===== src/rtl/cp0_pkg.sv =====
// Shared constants for CP0 exception sequencing: ExcCodes, CP0 register
// indices, the general exception vector and the sequencer state type.
package cp0_pkg;

    localparam logic [4:0] EXC_INT  = 5'd0;
    localparam logic [4:0] EXC_ADEL = 5'd4;
    localparam logic [4:0] EXC_ADES = 5'd5;
    localparam logic [4:0] EXC_SYS  = 5'd8;
    localparam logic [4:0] EXC_BP   = 5'd9;
    localparam logic [4:0] EXC_RI   = 5'd10;
    localparam logic [4:0] EXC_OV   = 5'd12;

    localparam int unsigned CP0_BADVADDR = 8;
    localparam int unsigned CP0_STATUS   = 12;
    localparam int unsigned CP0_CAUSE    = 13;
    localparam int unsigned CP0_EPC      = 14;

    localparam logic [31:0] EXC_VECTOR_DEFAULT = 32'hBFC00380;

    typedef enum logic [1:0] {
        ST_IDLE,
        ST_EXC_WR,
        ST_ERET_WR,
        ST_REDIR
    } state_e;

endpackage


===== src/rtl/cp0_exception_ctrl_if.sv =====
// Pipeline/CP0 side signals of the exception controller; the controller
// connects through the slave modport, the pipeline/CP0 side through master.
interface cp0_exception_ctrl_if #(
    parameter int unsigned WIDTH = 32
);
    logic             mem_valid;
    logic [WIDTH-1:0] mem_pc;
    logic             mem_bd;
    logic [6:0]       mem_exc;
    logic [WIDTH-1:0] mem_badvaddr;
    logic             mem_eret;
    logic [5:0]       hw_int;
    logic [1:0]       sw_int;
    logic [7:0]       status_im;
    logic             status_ie;
    logic             status_exl;
    logic [WIDTH-1:0] epc_in;

    logic [WIDTH-1:0] cp0_we;
    logic [WIDTH-1:0] cp0_epc;
    logic [WIDTH-1:0] cp0_badvaddr;
    logic [4:0]       cp0_exccode;
    logic             cp0_bd;
    logic             cp0_exl;
    logic             cp0_ie;
    logic [7:0]       cp0_im;
    logic             stall_req;
    logic             flush;
    logic             redirect_valid;
    logic [WIDTH-1:0] redirect_pc;
    logic             busy;

    modport master (
        output mem_valid, mem_pc, mem_bd, mem_exc, mem_badvaddr, mem_eret,
               hw_int, sw_int, status_im, status_ie, status_exl, epc_in,
        input  cp0_we, cp0_epc, cp0_badvaddr, cp0_exccode, cp0_bd, cp0_exl,
               cp0_ie, cp0_im, stall_req, flush, redirect_valid, redirect_pc, busy
    );

    modport slave (
        input  mem_valid, mem_pc, mem_bd, mem_exc, mem_badvaddr, mem_eret,
               hw_int, sw_int, status_im, status_ie, status_exl, epc_in,
        output cp0_we, cp0_epc, cp0_badvaddr, cp0_exccode, cp0_bd, cp0_exl,
               cp0_ie, cp0_im, stall_req, flush, redirect_valid, redirect_pc, busy
    );

endinterface


===== src/rtl/exc_priority_enc.sv =====
// Picks the highest-priority pending cause and its ExcCode, and reports
// whether that cause loads BadVAddr (and whether from the PC).
module exc_priority_enc
    import cp0_pkg::*;
(
    input  logic       int_pend,
    input  logic [6:0] mem_exc,
    output logic       take,
    output logic [4:0] exccode,
    output logic       badv_wr,
    output logic       badv_pc
);

    always_comb begin
        take    = 1'b1;
        exccode = EXC_INT;
        badv_wr = 1'b0;
        badv_pc = 1'b0;
        if (int_pend) begin
            exccode = EXC_INT;
        end else if (mem_exc[0]) begin
            exccode = EXC_ADEL;
            badv_wr = 1'b1;
            badv_pc = 1'b1;
        end else if (mem_exc[1]) begin
            exccode = EXC_RI;
        end else if (mem_exc[2]) begin
            exccode = EXC_OV;
        end else if (mem_exc[3]) begin
            exccode = EXC_SYS;
        end else if (mem_exc[4]) begin
            exccode = EXC_BP;
        end else if (mem_exc[5]) begin
            exccode = EXC_ADEL;
            badv_wr = 1'b1;
        end else if (mem_exc[6]) begin
            exccode = EXC_ADES;
            badv_wr = 1'b1;
        end else begin
            take = 1'b0;
        end
    end

endmodule


===== src/rtl/cp0_exception_ctrl.sv =====
// Exception/ERET sequencer at MEM/WB: takes a cause in IDLE, writes CP0 for
// one cycle, then flushes and redirects the PC for one cycle.
module cp0_exception_ctrl
    import cp0_pkg::*;
#(
    parameter int unsigned      WIDTH       = 32,
    parameter logic [WIDTH-1:0] EXC_VECTOR  = WIDTH'(EXC_VECTOR_DEFAULT),
    parameter int unsigned      SYNC_STAGES = 2
) (
    input logic                 clk,
    input logic                 rst,
    cp0_exception_ctrl_if.slave bus
);

    logic [SYNC_STAGES-1:0][5:0] sync_q, sync_d;
    logic [5:0] hw_sync;
    logic       int_pend;
    logic       exc_any, enc_badv_wr, enc_badv_pc;
    logic [4:0] enc_code;
    logic       take_exc, take_eret;

    state_e           state_q, state_d;
    logic [4:0]       code_q, code_d;
    logic [WIDTH-1:0] epc_q, epc_d;
    logic [WIDTH-1:0] badv_q, badv_d;
    logic [WIDTH-1:0] rpc_q, rpc_d;
    logic             bd_q, bd_d;
    logic             old_exl_q, old_exl_d;
    logic             badv_wr_q, badv_wr_d;
    logic             is_eret_q, is_eret_d;
    logic             exl_q, exl_d;
    logic             ie_q, ie_d;

    logic [WIDTH-1:0] we;
    logic [WIDTH-1:0] rpc_o;
    logic             exl_o, ie_o, flush_o;

    assign sync_d   = {sync_q[SYNC_STAGES-2:0], bus.hw_int};
    assign hw_sync  = sync_q[SYNC_STAGES-1];
    assign int_pend = bus.status_ie & ~bus.status_exl
                    & (|(bus.status_im & {hw_sync, bus.sw_int}));

    exc_priority_enc u_prio (
        .int_pend (int_pend),
        .mem_exc  (bus.mem_exc),
        .take     (exc_any),
        .exccode  (enc_code),
        .badv_wr  (enc_badv_wr),
        .badv_pc  (enc_badv_pc)
    );

    assign take_exc  = bus.mem_valid & exc_any;
    assign take_eret = bus.mem_valid & bus.mem_eret & ~exc_any;

    // Write-data fields are captured only when the matching enable will fire,
    // so every CP0 write-data output holds steady while its enable is low.
    always_comb begin
        state_d   = state_q;
        code_d    = code_q;
        epc_d     = epc_q;
        badv_d    = badv_q;
        rpc_d     = rpc_q;
        bd_d      = bd_q;
        old_exl_d = old_exl_q;
        badv_wr_d = badv_wr_q;
        is_eret_d = is_eret_q;
        exl_d     = exl_q;
        ie_d      = ie_q;
        we        = '0;
        exl_o     = exl_q;
        ie_o      = ie_q;
        rpc_o     = rpc_q;
        flush_o   = 1'b0;

        unique case (state_q)
            ST_IDLE: begin
                if (take_exc) begin
                    state_d   = ST_EXC_WR;
                    is_eret_d = 1'b0;
                    code_d    = enc_code;
                    bd_d      = bus.mem_bd;
                    old_exl_d = bus.status_exl;
                    badv_wr_d = enc_badv_wr;
                    if (!bus.status_exl) epc_d = bus.mem_pc;
                    if (enc_badv_wr) badv_d = enc_badv_pc ? bus.mem_pc : bus.mem_badvaddr;
                end else if (take_eret) begin
                    state_d   = ST_ERET_WR;
                    is_eret_d = 1'b1;
                end
            end
            ST_EXC_WR: begin
                we[CP0_CAUSE]    = 1'b1;
                we[CP0_STATUS]   = 1'b1;
                we[CP0_EPC]      = ~old_exl_q;
                we[CP0_BADVADDR] = badv_wr_q;
                exl_o   = 1'b1;
                ie_o    = bus.status_ie;
                exl_d   = exl_o;
                ie_d    = ie_o;
                state_d = ST_REDIR;
            end
            ST_ERET_WR: begin
                we[CP0_STATUS] = 1'b1;
                exl_o   = 1'b0;
                ie_o    = bus.status_ie;
                exl_d   = exl_o;
                ie_d    = ie_o;
                state_d = ST_REDIR;
            end
            ST_REDIR: begin
                flush_o = 1'b1;
                rpc_o   = is_eret_q ? bus.epc_in : EXC_VECTOR;
                rpc_d   = rpc_o;
                state_d = ST_IDLE;
            end
            default: state_d = ST_IDLE;
        endcase
    end

    always_ff @(posedge clk or posedge rst) begin
        if (rst) begin
            sync_q    <= '0;
            state_q   <= ST_IDLE;
            code_q    <= '0;
            epc_q     <= '0;
            badv_q    <= '0;
            rpc_q     <= '0;
            bd_q      <= 1'b0;
            old_exl_q <= 1'b0;
            badv_wr_q <= 1'b0;
            is_eret_q <= 1'b0;
            exl_q     <= 1'b0;
            ie_q      <= 1'b0;
        end else begin
            sync_q    <= sync_d;
            state_q   <= state_d;
            code_q    <= code_d;
            epc_q     <= epc_d;
            badv_q    <= badv_d;
            rpc_q     <= rpc_d;
            bd_q      <= bd_d;
            old_exl_q <= old_exl_d;
            badv_wr_q <= badv_wr_d;
            is_eret_q <= is_eret_d;
            exl_q     <= exl_d;
            ie_q      <= ie_d;
        end
    end

    assign bus.cp0_we         = we;
    assign bus.cp0_epc        = epc_q;
    assign bus.cp0_badvaddr   = badv_q;
    assign bus.cp0_exccode    = code_q;
    assign bus.cp0_bd         = bd_q;
    assign bus.cp0_exl        = exl_o;
    assign bus.cp0_ie         = ie_o;
    assign bus.cp0_im         = bus.status_im;
    assign bus.stall_req      = (state_q != ST_IDLE);
    assign bus.busy           = (state_q != ST_IDLE);
    assign bus.flush          = flush_o;
    assign bus.redirect_valid = flush_o;
    assign bus.redirect_pc    = rpc_o;

endmodule


===== src/flat_wrapper.sv =====
// flat-port wrapper written by rule: the top's interface ports become plain ports
module cp0_exception_ctrl_flat import cp0_pkg::*;
#(
    parameter int unsigned      WIDTH       = 32,
    parameter logic [WIDTH-1:0] EXC_VECTOR  = WIDTH'(EXC_VECTOR_DEFAULT),
    parameter int unsigned      SYNC_STAGES = 2
)
  (clk, rst, bus_mem_valid, bus_mem_pc, bus_mem_bd, bus_mem_exc, bus_mem_badvaddr, bus_mem_eret, bus_hw_int, bus_sw_int, bus_status_im, bus_status_ie, bus_status_exl, bus_epc_in, bus_cp0_we, bus_cp0_epc, bus_cp0_badvaddr, bus_cp0_exccode, bus_cp0_bd, bus_cp0_exl, bus_cp0_ie, bus_cp0_im, bus_stall_req, bus_flush, bus_redirect_valid, bus_redirect_pc, bus_busy);
  cp0_exception_ctrl_if #(.WIDTH(WIDTH)) bus_i ();
  input logic clk;
  input logic rst;
  input wire logic [$bits(bus_i.mem_valid)-1:0] bus_mem_valid;
  input wire logic [$bits(bus_i.mem_pc)-1:0] bus_mem_pc;
  input wire logic [$bits(bus_i.mem_bd)-1:0] bus_mem_bd;
  input wire logic [$bits(bus_i.mem_exc)-1:0] bus_mem_exc;
  input wire logic [$bits(bus_i.mem_badvaddr)-1:0] bus_mem_badvaddr;
  input wire logic [$bits(bus_i.mem_eret)-1:0] bus_mem_eret;
  input wire logic [$bits(bus_i.hw_int)-1:0] bus_hw_int;
  input wire logic [$bits(bus_i.sw_int)-1:0] bus_sw_int;
  input wire logic [$bits(bus_i.status_im)-1:0] bus_status_im;
  input wire logic [$bits(bus_i.status_ie)-1:0] bus_status_ie;
  input wire logic [$bits(bus_i.status_exl)-1:0] bus_status_exl;
  input wire logic [$bits(bus_i.epc_in)-1:0] bus_epc_in;
  output wire logic [$bits(bus_i.cp0_we)-1:0] bus_cp0_we;
  output wire logic [$bits(bus_i.cp0_epc)-1:0] bus_cp0_epc;
  output wire logic [$bits(bus_i.cp0_badvaddr)-1:0] bus_cp0_badvaddr;
  output wire logic [$bits(bus_i.cp0_exccode)-1:0] bus_cp0_exccode;
  output wire logic [$bits(bus_i.cp0_bd)-1:0] bus_cp0_bd;
  output wire logic [$bits(bus_i.cp0_exl)-1:0] bus_cp0_exl;
  output wire logic [$bits(bus_i.cp0_ie)-1:0] bus_cp0_ie;
  output wire logic [$bits(bus_i.cp0_im)-1:0] bus_cp0_im;
  output wire logic [$bits(bus_i.stall_req)-1:0] bus_stall_req;
  output wire logic [$bits(bus_i.flush)-1:0] bus_flush;
  output wire logic [$bits(bus_i.redirect_valid)-1:0] bus_redirect_valid;
  output wire logic [$bits(bus_i.redirect_pc)-1:0] bus_redirect_pc;
  output wire logic [$bits(bus_i.busy)-1:0] bus_busy;
  assign bus_i.mem_valid = bus_mem_valid;
  assign bus_i.mem_pc = bus_mem_pc;
  assign bus_i.mem_bd = bus_mem_bd;
  assign bus_i.mem_exc = bus_mem_exc;
  assign bus_i.mem_badvaddr = bus_mem_badvaddr;
  assign bus_i.mem_eret = bus_mem_eret;
  assign bus_i.hw_int = bus_hw_int;
  assign bus_i.sw_int = bus_sw_int;
  assign bus_i.status_im = bus_status_im;
  assign bus_i.status_ie = bus_status_ie;
  assign bus_i.status_exl = bus_status_exl;
  assign bus_i.epc_in = bus_epc_in;
  assign bus_cp0_we = bus_i.cp0_we;
  assign bus_cp0_epc = bus_i.cp0_epc;
  assign bus_cp0_badvaddr = bus_i.cp0_badvaddr;
  assign bus_cp0_exccode = bus_i.cp0_exccode;
  assign bus_cp0_bd = bus_i.cp0_bd;
  assign bus_cp0_exl = bus_i.cp0_exl;
  assign bus_cp0_ie = bus_i.cp0_ie;
  assign bus_cp0_im = bus_i.cp0_im;
  assign bus_stall_req = bus_i.stall_req;
  assign bus_flush = bus_i.flush;
  assign bus_redirect_valid = bus_i.redirect_valid;
  assign bus_redirect_pc = bus_i.redirect_pc;
  assign bus_busy = bus_i.busy;
  cp0_exception_ctrl #(.WIDTH(WIDTH), .EXC_VECTOR(EXC_VECTOR), .SYNC_STAGES(SYNC_STAGES)) u_core (.clk(clk), .rst(rst), .bus(bus_i));
endmodule

===== config.mk =====
export PLATFORM = sky130hd
export DESIGN_NAME = cp0_exception_ctrl_flat
export DESIGN_NICKNAME = d
export VERILOG_FILES = /design/src/rtl/cp0_pkg.sv /design/src/rtl/cp0_exception_ctrl_if.sv /design/src/rtl/exc_priority_enc.sv /design/src/rtl/cp0_exception_ctrl.sv /design/src/flat_wrapper.sv
export SDC_FILE = /design/constraint.sdc
export NUM_CORES = 1
export LEC_CHECK = 0
export CORE_ASPECT_RATIO = 2
export CORE_UTILIZATION = 43
export DETAILED_ROUTE_END_ITERATION = 8
export PLACE_DENSITY = 0.86
export SETUP_SLACK_MARGIN = 0.15
export SYNTH_ARGS = -nofsm -noshare
export SYNTH_HDL_FRONTEND = slang
export SYNTH_HIERARCHICAL = 1
export SYNTH_SLANG_ARGS = --single-unit

===== constraint.sdc =====
create_clock -name clk -period 10.65 [get_ports clk]
set_clock_uncertainty 0.1 [all_clocks]
set_input_delay 1.5975 -clock clk [delete_from_list [all_inputs] [get_ports clk]]
set_output_delay 1.5975 -clock clk [all_outputs]
set_load 0.02 [all_outputs]

==> results of run 1 <==
flip-flops by register name, indices dropped and copies added, names as in the netlist:
register	flops
u_core/sync_d	6
u_core/hw_sync	6
u_core/bus.cp0_exccode	5
u_core/bus.cp0_bd	1
u_core/bus.cp0_badvaddr	32
u_core/rpc_q	32
u_core/is_eret_q	1
u_core/ie_q	1
u_core/badv_wr_q	1
u_core/state_q	2
u_core/bus.cp0_epc	32
u_core/old_exl_q	1
u_core/exl_q	1
cell type report:
| cell class | instances | area [um2] | share of cell area |
|---|---|---|---|
| sequential | 121 | 3030 | 0.365 |
| tap | 147 | 184 | 0.0222 |
| timing repair buffer | 248 | 2470 | 0.298 |
| inverter | 29 | 111 | 0.0134 |
| clock inverter | 11 | 170 | 0.0205 |
| clock buffer | 21 | 460 | 0.0555 |
| multi-input combinational | 261 | 1870 | 0.226 |
how the worst max path moves through the flow:
stage                                        endpoint  slack [ns]  cells after the start
floorplan                u_core/badv_wr_q$_DFFE_PP0P_        5.74                      1
global placement    u_core/bus.cp0_epc[5]$_DFFE_PP0P_        5.69                      9
detailed placement  u_core/bus.cp0_epc[9]$_DFFE_PP0P_        5.50                      9
CTS                                bus_redirect_pc[2]        5.50                      5
global route                       bus_redirect_pc[2]        5.31                      5
finish                            bus_redirect_pc[11]        5.53                      5
report_power, final:
part           internal, W  switching [W]
registers         0.000633      0.0000966
clock network     0.000404       0.000202
logic             0.000530       0.000540
total              0.00157       0.000838
layout by cell type (no fill, tap or decap), types with 2 or more instances in the layout:
cell and n:
and2_1 2, mux2_4 29, conb_1 29, nor2b_1 2
clkbuf_8 2, buf_4 3, nor3_1 3, ha_1 4
o22a_1 11, nand2_1 55, clkinv_2 2, o21ai_0 58
clkinv_4 2, bufinv_16 4, mux2i_1 33, inv_1 27
clkinvlp_4 3, nor2_1 4, a31oi_1 2, dfrtp_1 121
clkbuf_1 2, a221oi_1 2, clkdlybuf4s50_1 245, mux2_2 12
a22oi_1 2, clkbuf_16 17
critical path, stage by stage, from the launching register on:
cell and delay, ns:
dfrtp_1 0.39, ha_1 0.91, and2_1 0.74, nand2_1 0.10
o21ai_0 0.19, clkdlybuf4s50_1 0.69
layer usage:
layer	routed length [um]	global-route usage	up-vias	part of all wire
li1	-	-	1895	-
met1	4770	0.222	1955	0.33
met2	8170	0.440	225	0.56
met3	1090	0.0714	37	0.075
met4	532	0.106	0	0.037
met5	0	0	-	0
kinds of logic (layout without fill, tap and decap cells):
kind of cell,count (synthesis),after routing,synth area share
buf+inv,91,309,0.104
mux,74,74,0.168
simple gates,74,74,0.0620
compound gates,80,80,0.0887
flops,121,121,0.566
fa+ha+maj,4,4,0.00936
other cells,2,29,0.00140
stage by stage:
stage | setup slack [ns] | utilization
6_report | 5.53 | 0.685
3_5_place_dp | 5.50 | 0.633
3_3_place_gp | 5.69 | 0.633
4_1_cts | 5.50 | 0.685
2_1_floorplan | 5.74 | -
5_1_grt | 5.31 | 0.685
==> run metrics, run 1 <==
status completed; Post-synth ARST share 1.00; Data required, critical path 8.95 ns; area post-placement between 7000 and 8000 um2; Setup TNS Final 0 ns; share of cells above drive strength 1 0.117; top-count cell post-synth dfrtp_1; Critical R2R Capture u_core/bus.cp0_epc[1]$_DFFE_PP0P_; CTS tree built; Initial Util 0.441; Via Count 4,112; WL per Instance 17.4 um; placer congestion estimate 0.877; Total Power 0.00241 W; Cells after Synth 446; post-CTS setup buffer count 0; pwr/cell area approximately 290 nW/um2; Tcrit/Tclk final 0.481; hold depth 0; Mean Syn Cell Area ~12 um2; Top FF cell, synth dfrtp_1; 1st-iter DRT viols 178; fin cells 838; r2r setup slk 7.26 ns; n_diodes 0; Antenna Nets Post-Route 0; Period minus WS final 5.12 ns; Final Max Slew Viols 0; register area share after synthesis 0.566; post-CTS sizing 0; Hold Crit Start u_core/sync_d[8]$_DFF_PP0_; RSZ-0062 raised after global routing false; core area 12,100 um2; synth warn 6; floorplan die width 80.9 um; placed cells between 800 and 900; Synth top cells by count dfrtp_1, o21ai_0, nand2_1; worst r2r path cells 8; Tot GR Track Use 0.235; cell taking the most area after synthesis dfrtp_1; Final setup viols 0; Worst Path Arrival 3.42 ns; HP Class reg -> reg; # IOs 274; Root Driver clkbuf_16; nets ~800; die footprint 12,900 um2; Vert. Die Dim between 150 and 200 um; GRT overflow 0; Finished Cell Area 8300 um2; top cell type's share of synthesized area 0.566; row count 57; reg2reg start u_core/hw_sync[4]$_DFF_PP0_; Clock Pin Slew Worst Setup and Hold Paths ~0.050 ns; Hold Path Sink u_core/hw_sync[2]$_DFF_PP0_; vias in the first global route between 4k and 5k; Distinct cells, synth 35; post-synthesis cell area 5350 um2; filler instances 875; Synth area leaders dfrtp_1, mux2_4, mux2i_1; Post-synth EDFFs 0; Tightest Pin Transition 1.11 ns; clk_lat worst skew 0.40 ns; first-pass GRT wire length 22,500 um; drt pass-1 iters 6; H-tree Lvls 4; drt drc 0; hold_ws 0.248 ns; routed wire length 14,600 um; DR vias/cell 4.91; IR drop worst, VDD 0.000185 V; CTS max path bufs 2; Lkg Pwr 3.69 nW; Final Hold Vio Count 0; DP HPWL 10,900 um; CTS Sinks roughly 120; number of max-cap violations 0; number of synthesized register bits ~120; pin count of the biggest net entering global routing 66; Crit Path Max Fanout 37; initial antenna violation count 0; IO Port Bufs between 200 and 250; cts hold-fix bufs 0; Worst setup EP type primary output; crit path kind reg -> out; Startpoint Class flop; relative max-transition margin 0.255; fmax a little under 200 MHz; area added between synthesis and finish 55.2%; cts bufs inserted 17; CP Launch Point u_core/state_q[0]$_DFFE_PP0P_
No activity file was read; power rests on OpenSTA's default activity.
==> run 2, diff against run 1 <==
CORE_UTILIZATION = 36   (was 43)
PLACE_DENSITY = 0.77   (was 0.86)
clock period = 4.3 ns   (was 10.65 ns; I/O delays follow)
==> run metrics, run 2 (synthesis gave the netlist of run 1 again) <==
status completed; CP bufs+invs 2; RSZ-0062 raised after global routing false; Antenna Nets Post-Route 0; routed wire length between 10,000 and 15,000 um; Final Max Slew Viols 0; vias in the first global route 4,526; row count 62; post-CTS sizing 0; 1st-iter DRT viols 113; Final setup viols 0; WL per Instance 16.3 um; Cell Chain, Critical Path ha_1, buf_4, and2_1, nand2_1, o21ai_0, clkdlybuf4s50_1; fmax around 280 MHz; drt drc 0; Finished Cell Area around 8400 um2; share of cells above drive strength 1 0.124; IR drop worst, VDD 0.000413 V; CTS Sinks 121; cts bufs inserted 17; pwr/cell area 705 nW/um2; Period minus WS final roughly 3.6 ns; Vert. Die Dim ~170 um; commonest cells after routing, fill and taps aside clkdlybuf4s50_1, dfrtp_1, o21ai_0; nets 811; Startpoint Class flop; clk_lat worst skew around 0.4 ns; placer congestion estimate 0.803; first-pass GRT wire length 22,900 um; area post-placement 7760 um2; GRT overflow 0; CTS tree built; Lkg Pwr approximately 3.7 nW; CTS max path bufs 2; drt pass-1 iters 4; number of max-cap violations 0; cts hold-fix bufs 0; IO Port Bufs 245; post-CTS setup buffer count 0; Setup TNS Final 0 ns; most common cell after layout, fill and taps aside clkdlybuf4s50_1; Critical Path Slowest Stage Cell and2_1; DP HPWL 11,000 um; floorplan die width 88.2 um; Tcrit/Tclk final 0.842; multi-input logic area 1870 um2; H-tree Lvls 4; initial antenna violation count 0; HP Class reg -> reg; sequential cell area between 3000 and 4000 um2; DR vias/cell around 4.6; pin count of the biggest net entering global routing 65; hold_ws 0.242 ns; n_diodes 0; relative max-transition margin 0.504; Clock Pin Slew Worst Setup and Hold Paths 0.06 ns; Worst setup EP type primary output; Worst Path Arrival 2.88 ns; # IOs 274; Via Count 4,090; Tot GR Track Use 0.197; Crit Path Max Fanout 37; crit-path max cell delay 0.67 ns; Top Family by Delay on Critical Path buffers and inverters; Initial Util 0.371; filler instances around 1.2k; Data required, critical path around 3.6 ns; die footprint around 15,000 um2; core area 14,400 um2; crit path kind reg -> out; Root Driver clkbuf_16; Tightest Pin Transition 0.745 ns; Final Hold Vio Count 0; area added between synthesis and finish 56.6%
-- run 2: changes by cell type in the layout (fill, tap and decap cells not counted) --
cell and delta:
inv_6 +6, buf_12 +1, clkinv_2 -1, clkbuf_8 -2, bufinv_16 -1, buf_4 +2, clkbuf_1 -2
-- run 2: worst reg2reg max path, cell delays in order (launching register included) --
cell      delay [ns]
dfrtp_1         0.36
a22o_1          0.18
a221oi_1        0.21
a311oi_1        0.13
buf_4           0.18
nor4_1          0.30
nand2_1         0.16
and3_1          0.25
nand2b_4        0.49
mux2_2          0.45
-- run 2: power by group --
part | total [W] | internal, W | switching, W | leakage (nW)
sequential | 0.00180 | 0.00157 | 0.000228 | 1.47
combinational | 0.00264 | 0.00132 | 0.00132 | 1.94
clock | 0.00147 | 0.000924 | 0.000546 | 0.292
total | 0.00591 | 0.00381 | 0.00210 | 3.70
-- run 2: final timing paths --
kind,depth (start not counted),start,slack (ns),endpoint
max,6,u_core/state_q[0]$_DFFE_PP0P_,0.68,bus_redirect_pc[4]
max reg2reg,9,u_core/hw_sync[4]$_DFF_PP0_,1.37,u_core/bus.cp0_epc[0]$_DFFE_PP0P_
min reg2reg,0,u_core/sync_d[6]$_DFF_PP0_,0.24,u_core/hw_sync[0]$_DFF_PP0_
min,0,u_core/sync_d[6]$_DFF_PP0_,0.24,u_core/hw_sync[0]$_DFF_PP0_
min in group asynchronous,2,rst,0.62,u_core/rpc_q[24]$_DFF_PP0_
max in group asynchronous,3,rst,2.65,u_core/bus.cp0_badvaddr[31]$_DFFE_PP0P_
-- run 2: layout make-up --
cell class | instances | area share
multi-input combinational | 261 | 0.224
inverter | 29 | 0.0133
timing repair buffer | 251 | 0.300
clock buffer | 17 | 0.0508
tap | 192 | 0.0287
clock inverter | 15 | 0.0224
sequential | 121 | 0.362
-- run 2: routing by layer --
layer	track usage	routed length, um	share of wire
met1	0.191	4820	0.33
met2	0.382	8370	0.58
met3	0.0551	1030	0.071
met4	0.0638	243	0.017
met5	0	0	0
-- run 2: metrics by stage --
step,instances,power [W],setup slack [ns],util
6_report,886,0.00591,0.678,0.580
3_3_place_gp,854,0.00439,0.699,0.538
3_5_place_dp,854,0.00447,0.572,0.538
2_1_floorplan,473,0.00319,0.341,-
4_1_cts,886,0.00598,0.614,0.580
5_1_grt,886,0.00622,0.464,0.580
==> run 3, diff against run 2 <==
clock period = 3.1 ns   (was 4.3 ns; I/O delays follow)
==> run metrics, run 3 (synthesis gave the netlist of run 1 again) <==
row count 62; Tightest Pin Transition around 0.67 ns; Final setup viols 0; Worst Path Arrival around 2.3 ns; Vert. Die Dim 174 um; Clock Pin Slew Worst Setup and Hold Paths 0.05 ns; reg2reg start u_core/hw_sync[4]$_DFF_PP0_; area added between synthesis and finish 58.9%; routed wire length 14,300 um; pwr/cell area 969 nW/um2; fmax 354 MHz; Final Max Slew Viols 0; CP bufs+invs 2; Critical Path Slowest Stage Cell clkdlybuf4s50_1; floorplan die width 88.2 um; Setup TNS Final 0 ns; Worst setup EP type primary output; Tcrit/Tclk final 0.912; Data required, critical path approximately 2.5 ns; Final Hold Vio Count 0; CTS tree built; IO Port Bufs 245; Period minus WS final 2.83 ns; vias in the first global route 4,452; Cell Chain, Critical Path inv_1, ha_1, mux2_2, clkdlybuf4s50_1; Via Count roughly 4k; DR vias/cell 4.61; number of max-cap violations 0; Critical R2R Capture u_core/bus.cp0_epc[0]$_DFFE_PP0P_; Hold Crit Start u_core/sync_d[8]$_DFF_PP0_; Initial Util 0.371; n_diodes 0; r2r setup slk 0.61 ns; H-tree Lvls 4; core area between 10,000 and 15,000 um2; worst r2r path cells 9; Tot GR Track Use 0.193; RSZ-0062 raised after global routing false; drt drc 0; WL per Instance 16.1 um; Hold Path Sink u_core/hw_sync[2]$_DFF_PP0_; DP HPWL 10,800 um; Antenna Nets Post-Route 0; most common cell after layout, fill and taps aside clkdlybuf4s50_1; status completed; CTS max path bufs 2; Crit Path Max Fanout 5; Lkg Pwr 3.98 nW; first-pass GRT wire length 22,100 um; # IOs 274; CTS Sinks 121; cts hold-fix bufs 0; cts bufs inserted 17; crit path kind reg -> out; GRT overflow 0; drt pass-1 iters 4; HP Class reg -> reg; post-CTS setup buffer count 0; Root Driver clkbuf_16; placer congestion estimate 0.766; pin count of the biggest net entering global routing 122; Startpoint Class flop; crit-path max cell delay 0.57 ns; final core occ 0.589; nets between 800 and 900; die footprint 15,400 um2; clk_lat worst skew 0.41 ns; relative max-transition margin 0.556; 1st-iter DRT viols 113; IR drop worst, VDD around 0.00056 V; commonest cells after routing, fill and taps aside clkdlybuf4s50_1, dfrtp_1, o21ai_0; hold depth 0; initial antenna violation count 0; share of cells above drive strength 1 0.130; Top Family by Delay on Critical Path buffers and inverters
## run 3: repair_timing
action,CTS,global route
resized for setup,13,11
hold endpoints to repair,0,0
endpoints found under the setup margin,32,11
## run 3: cell type report
cell class | count | area (um2)
Clock buffer | 22 | 474
Clock inverter | 9 | 145
Fill cell | 1143 | 5930
Inverter | 29 | 113
Multi-Input combinational cell | 261 | 1890
Sequential cell | 121 | 3030
Tap cell | 192 | 240
Timing Repair Buffer | 257 | 2610
## run 3: metal layers
metal / GRT usage / vias up / share of wire
met4: 0.116 / 0 / 0.043
met2: 0.355 / 218 / 0.55
met5: 0 / - / 0
met1: 0.176 / 1929 / 0.33
met3: 0.0627 / 44 / 0.076
li1: - / 1915 / -
## run 3: where the power goes
| part | switching (W) | internal, W |
|---|---|---|
| Sequential | 0.000318 | 0.00218 |
| Combinational | 0.00185 | 0.00183 |
| Clock | 0.000669 | 0.00140 |
## run 3: worst max-delay path by stage
stage                                              end  slack [ns]  cells after the start                           from
finish                                      bus_cp0_ie        0.27                      4  u_core/state_q[0]$_DFFE_PP0P_
global route                       bus_redirect_pc[26]        0.17                      5  u_core/state_q[0]$_DFFE_PP0P_
CTS                                 bus_redirect_pc[3]        0.20                      6  u_core/state_q[0]$_DFFE_PP0P_
detailed placement   u_core/bus.cp0_epc[0]$_DFFE_PP0P_        0.03                     10               bus_status_im[1]
global placement     u_core/bus.cp0_epc[0]$_DFFE_PP0P_        0.02                     10               bus_status_im[1]
floorplan           u_core/bus.cp0_epc[10]$_DFFE_PP0P_        0.42                     11               bus_status_im[1]
## run 3: per-stage QoR
step / cells / instance area (um2) / hold slack, ns / setup WS (ns) / total power (W)
finish: 891 / 8500 / 0.245 / 0.273 / 0.00823
global route: 891 / 8500 / 0.251 / 0.165 / 0.00865
CTS: 891 / 8470 / 0.246 / 0.197 / 0.00835
detailed placement: 860 / 7850 / 0.239 / 0.0305 / 0.00624
global placement: 860 / 7850 / 0.232 / 0.0178 / 0.00614
floorplan: 473 / 5450 / 0.231 / 0.422 / 0.00443
